File: config.mk
export PLATFORM = sky130hd
export DESIGN_NAME = prince_share_recombiner
export DESIGN_NICKNAME = d
export VERILOG_FILES = /design/src/rtl/prince_share_recombiner.sv
export SDC_FILE = /design/constraint.sdc
export NUM_CORES = 1
export LEC_CHECK = 0
export CAP_MARGIN = 0
export CORE_MARGIN = 4
export CORE_UTILIZATION = 30
export DETAILED_ROUTE_END_ITERATION = 10
export PLACE_DENSITY = 0.61
export RECOVER_POWER = 25
export SETUP_SLACK_MARGIN = 0.5
export SLEW_MARGIN = 20
export SYNTH_ARGS = -nofsm -noshare
export SYNTH_HDL_FRONTEND = slang
export SYNTH_SLANG_ARGS = --single-unit
export TNS_END_PERCENT = 10
File: constraint.sdc
create_clock -name clk -period 2.29 [get_ports clk]
set_input_delay 0.3435 -clock clk [delete_from_list [all_inputs] [get_ports clk]]
set_output_delay 0.3435 -clock clk [all_outputs]
set_load 0.01 [all_outputs]
File: src/rtl/prince_share_recombiner.sv
// Output-side share recombiner for the 3-share PRINCE datapath: unmasks one nibble
// per accept through a register-split XOR and releases 16-nibble words over valid/ready.
module prince_share_recombiner #(
  parameter int NIB_W   = 4,
  parameter int NUM_NIB = 16
) (
  input  logic                     clk,
  input  logic                     rst_n,
  input  logic                     in_valid,
  output logic                     in_ready,
  input  logic [NIB_W-1:0]         in_sh0,
  input  logic [NIB_W-1:0]         in_sh1,
  input  logic [NIB_W-1:0]         in_sh2,
  output logic                     out_valid,
  input  logic                     out_ready,
  output logic [NIB_W*NUM_NIB-1:0] out_data,
  output logic                     busy
);

  localparam int CW = $clog2(NUM_NIB + 1);
  localparam logic [CW-1:0] FULL = CW'(NUM_NIB);
  localparam logic [CW-1:0] LAST = CW'(NUM_NIB - 1);

  typedef enum logic {
    COLLECT,
    OUTPUT
  } state_t;

  state_t                          state;
  logic [CW-1:0]                   acc_cnt;
  logic [CW-1:0]                   wr_cnt;
  logic [NIB_W-1:0]                s1_a;
  logic [NIB_W-1:0]                s1_c;
  logic                            s1_v;
  logic [NUM_NIB-1:0][NIB_W-1:0]   asm_reg;
  logic                            accept;

  assign in_ready  = (state == COLLECT) && (acc_cnt < FULL);
  assign accept    = in_valid && in_ready;
  assign out_valid = (state == OUTPUT);
  assign busy      = (acc_cnt != '0) || (state == OUTPUT);
  // A half-built word must never leak, so the bus reads zero outside OUTPUT.
  assign out_data  = out_valid ? asm_reg : '0;

  // Share 2 is only combined after a register stage, so no cone sees all three shares.
  // s1_a/s1_c deliberately hold their last values; s1_v alone qualifies them.
  always_ff @(posedge clk or negedge rst_n) begin
    if (!rst_n) begin
      state   <= COLLECT;
      acc_cnt <= '0;
      wr_cnt  <= '0;
      s1_a    <= '0;
      s1_c    <= '0;
      s1_v    <= 1'b0;
      asm_reg <= '0;
    end else begin
      s1_v <= accept;
      if (accept) begin
        s1_a    <= in_sh0 ^ in_sh1;
        s1_c    <= in_sh2;
        acc_cnt <= acc_cnt + CW'(1);
      end
      case (state)
        COLLECT: begin
          if (s1_v) begin
            for (int k = 0; k < NUM_NIB; k++) begin
              if (wr_cnt == CW'(k)) asm_reg[k] <= s1_a ^ s1_c;
            end
            wr_cnt <= wr_cnt + CW'(1);
            if (wr_cnt == LAST) state <= OUTPUT;
          end
        end
        OUTPUT: begin
          if (out_ready) begin
            state   <= COLLECT;
            acc_cnt <= '0;
            wr_cnt  <= '0;
            asm_reg <= '0;
          end
        end
        default: state <= COLLECT;
      endcase
    end
  end

endmodule

# After elaboration in Yosys (flattened, before gate mapping)
# Index checks and enable logic that the tools add are counted.
[word_totals] input_bits=16 wordCells=113 register_bits=84
[op_classes] eq_ne=33 magnitude_cmp=1 n_addsub=2 n_mux=30 reduce_logical=22 bitwise=3
[op_table] operator="$mux W64" n=3
[op_table] operator="$pmux W64 S2" n=1
[op_table] operator="$mux W4" n=16
[op_table] operator="$reduce_and A3 Y1" n=16
[op_table] operator="$eq A5 B4 Y1 const B" n=8
[op_table] operator="$ne A2 B1 Y1 const B" n=16
[op_table] operator="$mux W5" n=5
[op_table] operator="$eq A5 B3 Y1 const B" n=4
[op_table] operator="$add A5 B1 Y5 const B" n=2
[op_table] operator="$eq A5 B2 Y1 const B" n=2
[op_table] operator="$pmux W5 S2" n=1
[op_table] operator="$xor A4 B4 Y4" n=2
[op_table] operator="$eq A5 B1 Y1 const B" n=1
[op_table] operator="$logic_not A5 Y1" n=1
[op_table] operator="$lt A5 B5 Y1 const B" n=1
[op_table] operator="$reduce_bool A5 Y1" n=1
[op_table] operator="$ne A2 B2 Y1 const B" n=2
[op_table] operator="$mux W1" n=3
[op_table] operator="$logic_and A1 B1 Y1" n=2
[op_table] operator="$pmux W1 S2" n=1
[op_table] operator="$reduce_and A2 Y1" n=1
[op_table] operator="$logic_or A1 B1 Y1" n=1
[op_table] operator="$not A1 Y1" n=1

# Longest topological paths before layout
# Gate-level depths: netlist (run 1).
[logic_depth] depth_word=6 depth_mapped=6 mapped_depth_nobuf=6

# Worst setup path before layout (run 1)
# No wires, ideal clock.
[synth_path] path_kind="register to output" startpoint="reg state, in the netlist out_valid" endpoint="out out_data[22]" arrival_ns=1.151 stages_incl_launch_ff=5 path_buffers=3 setup_slack_ns=0.795 t_required_ns=1.947 cell_sequence="dfrtp_1 buf_6 clkbuf_1 clkbuf_1 and2_1"
[synth_via] elab_chain_len=1
[synth_lines] item="start, declared" line="29" source="state_t state;"
[synth_lines] item="start signal, assigned" line="49" source="state <= COLLECT;"
[synth_lines] item="start signal, assigned" line="70" source="if (wr_cnt == LAST) state <= OUTPUT;"
[synth_lines] item="start signal, assigned" line="75" source="state <= COLLECT;"
[synth_lines] item="$mux W64" line="43" source="assign out_data = out_valid ? asm_reg : '0;"
[synth_lines] item="end, declared" line="16" source="output logic [NIB_W*NUM_NIB-1:0] out_data,"
# Every way passes these cells.

# Final worst setup path (run 1)
[layout_path] startpoint="reg state, in the netlist out_valid" endpoint="out out_data[58]"
# Same word-level chain as after synthesis.

==> impl.org, run 1 <==
** Run status
- Status :: finished clean

** Critical path
- The worst setup path is launched from a flip-flop.
- The critical path is of the flip-flop to output pin type.
- Family with the most delay on the worst path :: buffers and inverters
- Cell at the slowest stage of the critical path :: clkdlybuf4s50_1
- Worst Path Max Fanout :: 10
- WP data arrival :: 1.66 ns
- Counting both buffers and inverters, the worst setup path holds a total of 2.
- In this design, the stage delay of the slowest critical-path cell is 0.53 ns.
- Critical path, cell by cell :: clkbuf_4 -> and2_1 -> clkdlybuf4s50_1
- Data on the critical path is required at its endpoint by 1.95 ns.
- Minimum setup slack among reg-to-reg paths :: 0.33 ns
- Critical path capture point type :: output pin

** STA
- For the finished layout, the period the worst path requires is 2.01 ns.
- For the pin with the worst max-slew slack, the measured transition is 1.27 ns.
- Across the routed clock network, the largest skew measured is 0.00871 ns.
- Setup violations remaining at the end of the flow were counted as 0.
- Worst slew margin relative to its limit :: 15.5%
- Sum of negative setup slack :: 0 ns
- Setup repair after global routing could not meet its margin everywhere.
- Endpoints failing hold :: 0
- The final count of pins violating max slew is 0.
- The worst path uses 87.6% of the clock period.
- Top achievable clock speed :: 0.498 GHz

** Place
- Buffers placed on the I/O ports in this run total 82.
- Weighted congestion reported at the end of routability-driven placement :: 0.736
- Once placement completed, the tool counted placed cells totaling 651.
- After legalization and detailed placement, the total HPWL measured 6.87 mm.

** GRT
- Global-route wire length before repair :: 17.0 mm
- For this run, the total global-route usage over all layers was measured as 13.2%.
- Largest net degree at the start of global routing :: 50
- The initial antenna violation count is 0.
- Total grt overflow :: 0
- Number of global-route vias before repair :: 3,280

** Synthesis
- Post-Synthesis Cell Area :: 0.00424 mm^2
- Among all flip-flop cells after synthesis, the most frequent one is dfrtp_1.
- Counting every net in the synthesized netlist gives 426.
- Mean instance size in the synthesized netlist :: 10.5 um^2
- The synthesized design contains 84 register bits.
- Top post-synthesis cells by count :: dfrtp_1 (84), nand2_1 (84), mux2i_1 (69)
- Biggest area consumer among synthesized cells :: dfrtp_1
- The top cell type by area accounts for 49.6% of the synthesized area.
- Post-synth EDFFs :: 0
- By area the synthesized netlist is led by dfrtp_1 (50%), mux2i_1 (16%), and2_1 (8.9%), nand2_1 (7.4%), ha_1 (2.1%).
- Synthesis handed over a netlist of 403 instances.
- Async S/R FF share, synth :: 100%
- The number of different library cells used by synthesis comes to 31.
- During synthesis, Yosys emitted a total of 0 warnings.
- Of the synthesized area, sequential elements account for 49.6%.

** Final layout
- Final instance count without filler cells :: 673
- Number of flip-flops in the largest register :: 64
- Compared with the post-synthesis result, the final layout area differs by 34.0%.
- Layout fillers :: 1,373
- Antenna Diode Count :: 0
- Share of layout cells above drive strength 1 :: 11.0%
- After the last flow step, the layout net total stands at 511.

** CTS
- Clock tree synthesis inserted a total of 9 buffers.
- The clock passes through at most 2 buffers.
- The tree built by TritonCTS fans out to 84 sinks.
- TritonCTS clock tree :: done
- Clock-pin slew was measured on the worst setup and hold paths at 0.07 ns.
- The H-tree generated during clock tree synthesis spans 3 levels.
- Hold Buf Count CTS :: 0
- The clock reaches the later pin of the worst-skew pair after 0.34 ns.
- Clock Root Buffer :: clkbuf_16

** Floorplanning
- Initial core utilization :: 30.5%
- Height of the die :: 127 um
- The initialized floorplan defines 43 standard-cell rows.
- The die covers 0.0161 mm^2.
- Io pins :: 83
- X dimension of the die :: 127 um
- The core region is 0.0139 mm^2.

** Routing
- The final layout contains routed wiring with a total length of 10.2 mm.
- Routed length per instance :: 15.2 um
- The routed layout has 3,054 vias.
- Routed via count divided by cell count :: 4.54
- Residual DRC :: 0
- For this run, the detailed router's first-pass iteration total came to 4.
- Post-route antenna net violation count :: 0
- Starting DRC count in detailed routing :: 123

** Pwr
- Power density over the cells :: 1090 mW/mm^2
- Max VDD drop :: 0.556 mV
- The analysis attributes to cell leakage a power of 2.80 nW.

** Hold path
- Type of the tightest min-delay check :: input pin to async pin

** Run
- Max-cap violations :: 0
==> power breakdown <==
part	internal, mW	total (mW)	switching (mW)
Combinational	0.784	1.92	1.14
Clock	1.07	1.66	0.587
Sequential	2.13	2.61	0.479
Total	3.98	6.18	2.20
==> cell usage in the layout (no fill, tap or decap), drive strengths merged <==
cell type,count
ha,7
nand2,84
buf,15
and2,60
nor2,13
and3,2
clkbuf,15
dfrtp,84
clkinv,4
a21oi,6
nor3,3
and4bb,3
nand3,1
clkdlybuf4s15,2
nand4,2
mux2,4
bufbuf,1
nor3b,2
nand2b,1
nor2b,2
nor4bb,1
bufinv,3
nand3b,3
o21ai,7
mux2i,69
xnor2,6
clkdlybuf4s50,56
nand4b,3
xor2,5
dlygate4sd2,17
inv,9
dlymetal6s2s,3
==> worst paths after layout <==
check | startpoint | endpoint | cells after the start
max in group asynchronous | rst_n | out_valid | 2
min | rst_n | asm_reg[12] | 1
max reg2reg | out_valid | s1_c[2] | 5
min reg2reg | acc_cnt[3] | acc_cnt[3] | 1
min in group clk | acc_cnt[3] | acc_cnt[3] | 1
max | out_valid | out_data[58] | 3
==> logic make-up (layout without fill, tap and decap cells) <==
logic type / Yosys count / after routing / synth area share, %
adder cells (fa/ha/maj): 7 / 7 / 2.07
AO/OA/AOI/OAI: 13 / 13 / 1.54
AND/OR/NAND/NOR: 180 / 180 / 22.9
XOR/XNOR: 11 / 11 / 2.27
buffers and inverters: 35 / 125 / 4.28
multiplexers: 73 / 73 / 17.4
flip-flops: 84 / 84 / 49.6
==> per-stage QoR <==
step,hold WS [ns],worst slack (ns),cell area (um^2),power (mW),utilization (%)
floorplan,0.0479,0.795,4240,3.77,-
global placement,0.404,0.402,5260,4.48,37.9
detailed placement,0.418,0.376,5260,4.58,37.9
CTS,0.0606,0.235,5690,6.26,41.0
global route,0.406,0.208,5680,6.64,40.9
finish,0.284,0.283,5680,6.18,40.9
==> per-layer routing <==
| metal | wire length (um) | vias up | track usage [%] |
|---|---|---|---|
| li1 | - | 1491 | - |
| met1 | 5040 | 1490 | 18.2 |
| met2 | 4740 | 63 | 21.4 |
| met3 | 363 | 10 | 2.27 |
| met4 | 98 | 0 | 3.60 |
| met5 | 0 | - | 0 |
==> repair_timing <==
item / CTS / global route
setup endpoints to repair: 80 / 109
resized for setup: 25 / 10
gates cloned: 2 / 0
setup buffers: 4 / 0
==> cell type report <==
class / instances / area [um^2] / share of cell area [%]
Clock buffer: 10 / 229 / 4.03
Clock inverter: 6 / 113 / 1.98
Inverter: 10 / 38.8 / 0.683
Multi-Input combinational cell: 284 / 1960 / 34.5
Sequential cell: 84 / 2100 / 37.0
Tap cell: 180 / 225 / 3.97
Timing Repair Buffer: 99 / 1010 / 17.8
No activity file was read; power rests on OpenSTA's default activity.
==> run 2: changes to the inputs <==
- CORE_MARGIN: 4 -> not set
- CTS_BUF_LIST: not set -> sky130_fd_sc_hd__clkbuf_8
==> impl.org, run 2 (synthesis results as in run 1) <==
** Critical path
- The maximum net fanout on the critical path was 7 (was 10).
- Req. time, crit path :: 1.95 ns (about the same)
- The type of the worst setup path is flip-flop to output pin (unchanged).
- Cell at the slowest stage of the critical path :: dfrtp_4 (was clkdlybuf4s50_1)
- The worst path arrival time is 1.58 ns (was 1.66 ns).
- Biggest cell delay along the critical path :: 0.57 ns (was 0.53 ns)
- The capturing element type of the critical path is an output pin (unchanged).
- The nature of the critical path startpoint is a flip-flop (unchanged).
- Critical path, cell by cell: buf_6 -> buf_12 -> and2_1 -> clkdlybuf4s15_2 (was clkbuf_4 -> and2_1 -> clkdlybuf4s50_1).

** Final layout
- The number of flip-flops in the largest register is 64 (unchanged).
- The share of the core filled with cells in the final layout came to 40.6% (was 40.9%).
- The layout cell share with drive strength beyond 1 is 18.9% (was 11.0%).
- The number of diodes came to 0 (unchanged).
- Commonest cells after routing, fill and taps aside :: nand2_1 (83), dfrtp_1 (83), mux2i_1 (69) (unchanged)
- The area growth from synthesis to layout came to 32.4% (was 34.0%).
- Area of all placed cells without fillers :: 0.00561 mm^2 (was 0.00568 mm^2)
- The count of nets after finishing came to 521 (was 511).

** GRT
- Largest net degree at the start of global routing :: 40 (was 50)
- The initial antenna violation count came to 0 (unchanged).
- The global route total overflow was 0 (unchanged).
- Global-route wire length before repair :: 16.5 mm (was 17.0 mm)
- The via count of the first global-routing pass was 3,304 (was 3,280).
- Aggregate global-route resource usage :: 14.6% (was 13.2%)

** CTS
- TritonCTS clock tree :: done (unchanged)
- # clock sinks :: 84 (unchanged)
- The maximum buffer depth of the clock tree was 2 (unchanged).
- The TritonCTS buffer count came to 9 (unchanged).
- The H-tree depth came to 3 (unchanged).
- The clock transition at the registers of the reported paths came to 0.09 ns (was 0.07 ns).
- The clock latency reported for the late side of the worst-skew pair was 0.35 ns (was 0.34 ns).
- Clock Root Buffer :: clkbuf_8 (was clkbuf_16)

** STA
- Endpoints failing hold :: 0 (unchanged)
- The setup total negative slack was 0 ns (unchanged).
- The maximum clock rate was 0.521 GHz (was 0.498 GHz).
- Clock period minus final worst setup slack :: 1.92 ns (was 2.01 ns)
- Part of the cycle the worst path needs :: 83.8% (was 87.6%)
- Hold WS :: 0.526 ns (was 0.284 ns)
- Unrepaired setup endpoints after global routing :: true (unchanged)
- The slew at the pin closest to its max-slew limit was 0.893 ns (was 1.27 ns).
- Worst slew margin relative to its limit :: 40.5% (was 15.5%)
- The final count of pins violating max slew came to 0 (unchanged).
- The setup skew after layout was 0.00945 ns (was 0.00871 ns).
- Final setup viols :: 0 (unchanged)

** Place
- The placed standard-cell area is 0.00527 mm^2 (was 0.00526 mm^2).
- Port Buf Inserts :: 82 (unchanged)
- The weighted congestion reported at the end of routability-driven placement was 0.752 (was 0.736).
- The HPWL reported at the end of detailed placement was 6.64 mm (was 6.87 mm).

** Run status
- Status :: finished clean (unchanged)

** Routing
- First-pass DRT Iterations :: 4 (unchanged)
- The detailed-route via count came to 3,073 (was 3,054).
- The total wire length after detailed routing came to 10.3 mm (was 10.2 mm).
- The number of remaining DRC errors is 0 (unchanged).
- Routed length per instance :: 15.1 um (was 15.2 um)
- The violation count after the first detailed-route iteration is 116 (was 123).
- Routed via count divided by cell count :: 4.50 (was 4.54)
- Post-route antenna net violation count :: 0 (unchanged)

** Floorplanning
- Io pins :: 83 (unchanged)
- Initial core utilization :: 30.6% (was 30.5%)
- The area of the die was 0.0146 mm^2 (was 0.0161 mm^2).
- The area of the core is 0.0138 mm^2 (was 0.0139 mm^2).
- Height of the die :: 121 um (was 127 um)
- The horizontal die dimension is 121 um (was 127 um).
- The placement row count was 43 (unchanged).

** Pwr
- Max VDD drop :: 0.551 mV (was 0.556 mV)
- The total power density per cell area was 1010 mW/mm^2 (was 1090 mW/mm^2).
- Post-layout total power :: 5.65 mW (was 6.18 mW)
- The leakage component of the power came to 2.90 nW (was 2.80 nW).

** Hold path
- Type of the tightest min-delay check :: flip-flop to flip-flop (was input pin to async pin)

** Run
- The reported max-cap violation count came to 0 (unchanged).
## run 2: critical path, delay by kind of cell, from the launching register on
| kind | cells | cell delay, ns |
|---|---|---|
| buffers and inverters | 3 | 0.52 |
| AND/OR/NAND/NOR | 1 | 0.13 |
| flip-flops | 1 | 0.57 |
## run 2: timing repair
action | in CTS | in global routing
resized for setup | 111 | 51
setup buffers | 6 | 1
hold endpoints to repair | 32 | 0
setup endpoints to repair | 104 | 111
hold buffers | 1 | 0
cloned | 1 | 4
pin swaps | 0 | 2
## run 2: cell type report
class                      instances  area [um^2]
fill                            1361         8220
multi-input combinational        284         2000
clock inverter                     7         76.3
clock buffer                       9          124
timing repair buffer             109         1030
tap                              180          225
sequential                        84         2110
inverter                          10         45.0
## run 2: routing by layer
layer,track usage [%],up-vias,routed length (um)
met5,0,-,0
met4,4.17,0,111
met3,3.85,7,487
met2,23.8,59,4900
met1,18.9,1502,4850
li1,-,1505,-
## run 2: power by group
group	leakage [nW]	switching, mW	total [mW]	internal (mW)
clock	0.0958	0.564	1.07	0.510
sequential	1.06	0.478	2.60	2.12
combinational	1.75	1.16	1.97	0.814
## run 2: through the flow
step	cells	worst slack [ns]
6_report	683	0.371
5_1_grt	683	0.321
4_1_cts	678	0.346
2_1_floorplan	403	0.795
3_5_place_dp	654	0.286
3_3_place_gp	654	0.354
## run 2: final timing paths
kind / start / end / slack (ns) / depth (start not counted)
worst max-delay path: out_valid / out_data[16] / 0.37 / 4
worst min-delay path: asm_reg[28] / asm_reg[28] / 0.53 / 2
worst max register to register: out_valid / asm_reg[44] / 0.43 / 5
worst min register to register: asm_reg[28] / asm_reg[28] / 0.53 / 2
max in group asynchronous: rst_n / asm_reg[46] / 0.86 / 3
min in group asynchronous: rst_n / acc_cnt[4] / 0.65 / 2
==> run 3: changes to the inputs <==
- clock period: 2.29 -> 1.9 ns (I/O delays scaled with it)
==> impl.org, run 3 (synthesis results as in run 1) <==
** Critical path
- Crit path kind :: flip-flop to output pin (unchanged)
- Depth of the most critical reg-to-reg path :: 5 (unchanged)
- The maximum net fanout on the critical path came to 9 (was 7).
- The required time of the worst setup path was 1.62 ns (was 1.95 ns).
- Critical path capture point type :: output pin (unchanged)
- WP data arrival :: 1.44 ns (was 1.58 ns)
- The nature of the critical path startpoint is a flip-flop (unchanged).

** Final layout
- Net total in the final layout :: 525 (was 521)
- Commonest cells after routing, fill and taps aside :: dfrtp_1 (79), nand2_1 (77), mux2i_1 (69) (was nand2_1 (83), dfrtp_1 (83), mux2i_1 (69))
- Area Growth Syn to Fin :: 34.2% (was 32.4%)
- Most frequent standard cell in the layout excluding fill and tap cells :: dfrtp_1
- The number of flip-flops in the largest register was 64 (unchanged).
- The number of diodes was 0 (unchanged).
- Share of layout cells above drive strength 1 :: 25.2% (was 18.9%)

** Pwr
- The maximum resistive drop on vdd came to 0.678 mV (was 0.551 mV).
- Leakage power total :: 2.95 nW (was 2.90 nW)
- The total power density per cell area came to 1240 mW/mm^2 (was 1010 mW/mm^2).

** Hold path
- Type of the tightest min-delay check :: flip-flop to flip-flop (unchanged)
- The number of cells on the worst hold path was 1 (was 2).

** CTS
- Number of buffers on the longest clock path :: 2 (unchanged)
- The TritonCTS buffer count came to 9 (unchanged).
- Clock latency of the later-clocked register in the worst-skew pair :: 0.37 ns (was 0.35 ns)
- The H-tree depth is 3 (unchanged).
- Reg clk slew, reported paths :: 0.09 ns (about the same)
- # clock sinks :: 84 (unchanged)
- The clock root buffer is clkbuf_8 (unchanged).
- The clock tree from TritonCTS is done (unchanged).

** Place
- The weighted congestion reported at the end of routability-driven placement is 0.793 (was 0.752).
- The HPWL reported at the end of detailed placement is 6.61 mm (was 6.64 mm).
- The count of input and output buffers is 82 (unchanged).

** Routing
- The post-detailed-route count of antenna-violating nets was 0 (unchanged).
- First-pass DRT Iterations :: 4 (unchanged)
- The routed length per instance came to 15.9 um (was 15.1 um).
- The post-detailed-route via-to-cell ratio was 4.61 (was 4.50).
- The violation count after the first detailed-route iteration came to 168 (was 116).
- The detailed-route via count came to 3,168 (was 3,073).
- The total wire length after detailed routing came to 10.9 mm (was 10.3 mm).
- Residual DRC :: 0 (unchanged)

** STA
- Unrepaired setup endpoints after global routing :: true (unchanged)
- The final critical path takes up 90.7% of the cycle.
- The hold violation total from the final report is 0 (unchanged).
- The setup skew after layout was 0.0130 ns (was 0.00945 ns).
- Final setup viols :: 0 (unchanged)
- Max-slew violation count :: 0 (unchanged)
- Static timing analysis puts the maximum clock frequency at 0.580 GHz.
- Sum of negative setup slack :: 0 ns (unchanged)
- The slew at the pin closest to its max-slew limit was 1.08 ns (was 0.893 ns).
- For the finished layout, the period the worst path requires is 1.72 ns.
- The worst hold slack is 0.516 ns (was 0.526 ns).
- The max-slew headroom at the worst pin was 28.3% (was 40.5%).

** Floorplanning
- X dimension of the die :: 121 um (unchanged)
- The area of the core was 0.0138 mm^2 (unchanged).
- The number of top-level pins is 83 (unchanged).
- Core Rows :: 43 (unchanged)
- The die boundary height came to 121 um (unchanged).
- Die ar. :: 0.0146 mm^2 (unchanged)
- Initial core utilization :: 30.6% (unchanged)

** GRT
- Number of global-route vias before repair :: 3,203 (was 3,304)
- The wire length of the first global-routing pass came to 17.2 mm (was 16.5 mm).
- Initial antenna violation count :: 0 (unchanged)
- The aggregate global-route resource usage was 15.3% (was 14.6%).
- The pin count of the biggest net entering global routing came to 41 (was 40).
- Total grt overflow :: 0 (unchanged)

** Run status
- Status: finished clean (unchanged).

** Run
- Max-cap violations :: 0 (unchanged)
==> run 3: report_power, final <==
group | internal, mW | switching [mW]
clock network | 0.747 | 0.710
logic | 1.04 | 1.45
registers | 2.57 | 0.567
==> run 3: path summary, 6_finish.rpt <==
kind	startpoint	endpoint	slack [ns]
max reg2reg	out_valid	asm_reg[0]	0.18
max	out_valid	out_data[60]	0.18
min in group asynchronous	rst_n	s1_a[1]	0.64
min reg2reg	acc_cnt[3]	acc_cnt[3]	0.52
min	acc_cnt[3]	acc_cnt[3]	0.52
max in group asynchronous	rst_n	s1_v	0.42
==> run 3: worst max-delay path, stage by stage (launching register included) <==
cell and delay [ns]:
dfrtp_2 0.46, buf_6 0.18, clkinv_4 0.09, nor2_1 0.11, clkdlybuf4s15_1 0.25
==> run 3: per-stage QoR <==
step	instance area (um^2)	worst slack [ns]	util, %	power [mW]	cells
6_report	5690	0.177	41.1	7.08	687
3_3_place_gp	5280	0.251	38.2	5.42	655
2_1_floorplan	4240	0.456	-	4.55	403
3_5_place_dp	5280	0.228	38.2	5.51	655
5_1_grt	5690	0.102	41.1	7.60	687
4_1_cts	5470	0.159	39.5	7.03	681
==> run 3: routing by layer <==
layer | track usage (%) | share of wire [%]
met5 | 0 | 0
met4 | 3.32 | 0.96
met3 | 3.48 | 5.8
met2 | 24.4 | 46
met1 | 21.0 | 47
==> run 3: timing repair <==
item	CTS	global route
hold buffers	1	0
gates cloned	4	4
endpoints found under the setup margin	137	150
setup buffers	5	2
hold endpoints to repair	38	0
pin swaps	3	4
resized for setup	225	33
==> run 3: layout make-up <==
cell class              count  area [um^2]
multi-input cells         284         2050
clock buffers               9          124
fillers                  1354         8140
repair buffers            113         1030
inverters                  10         42.5
flip-flops and latches     84         2110
well taps                 180          225
clock inverters             7          101
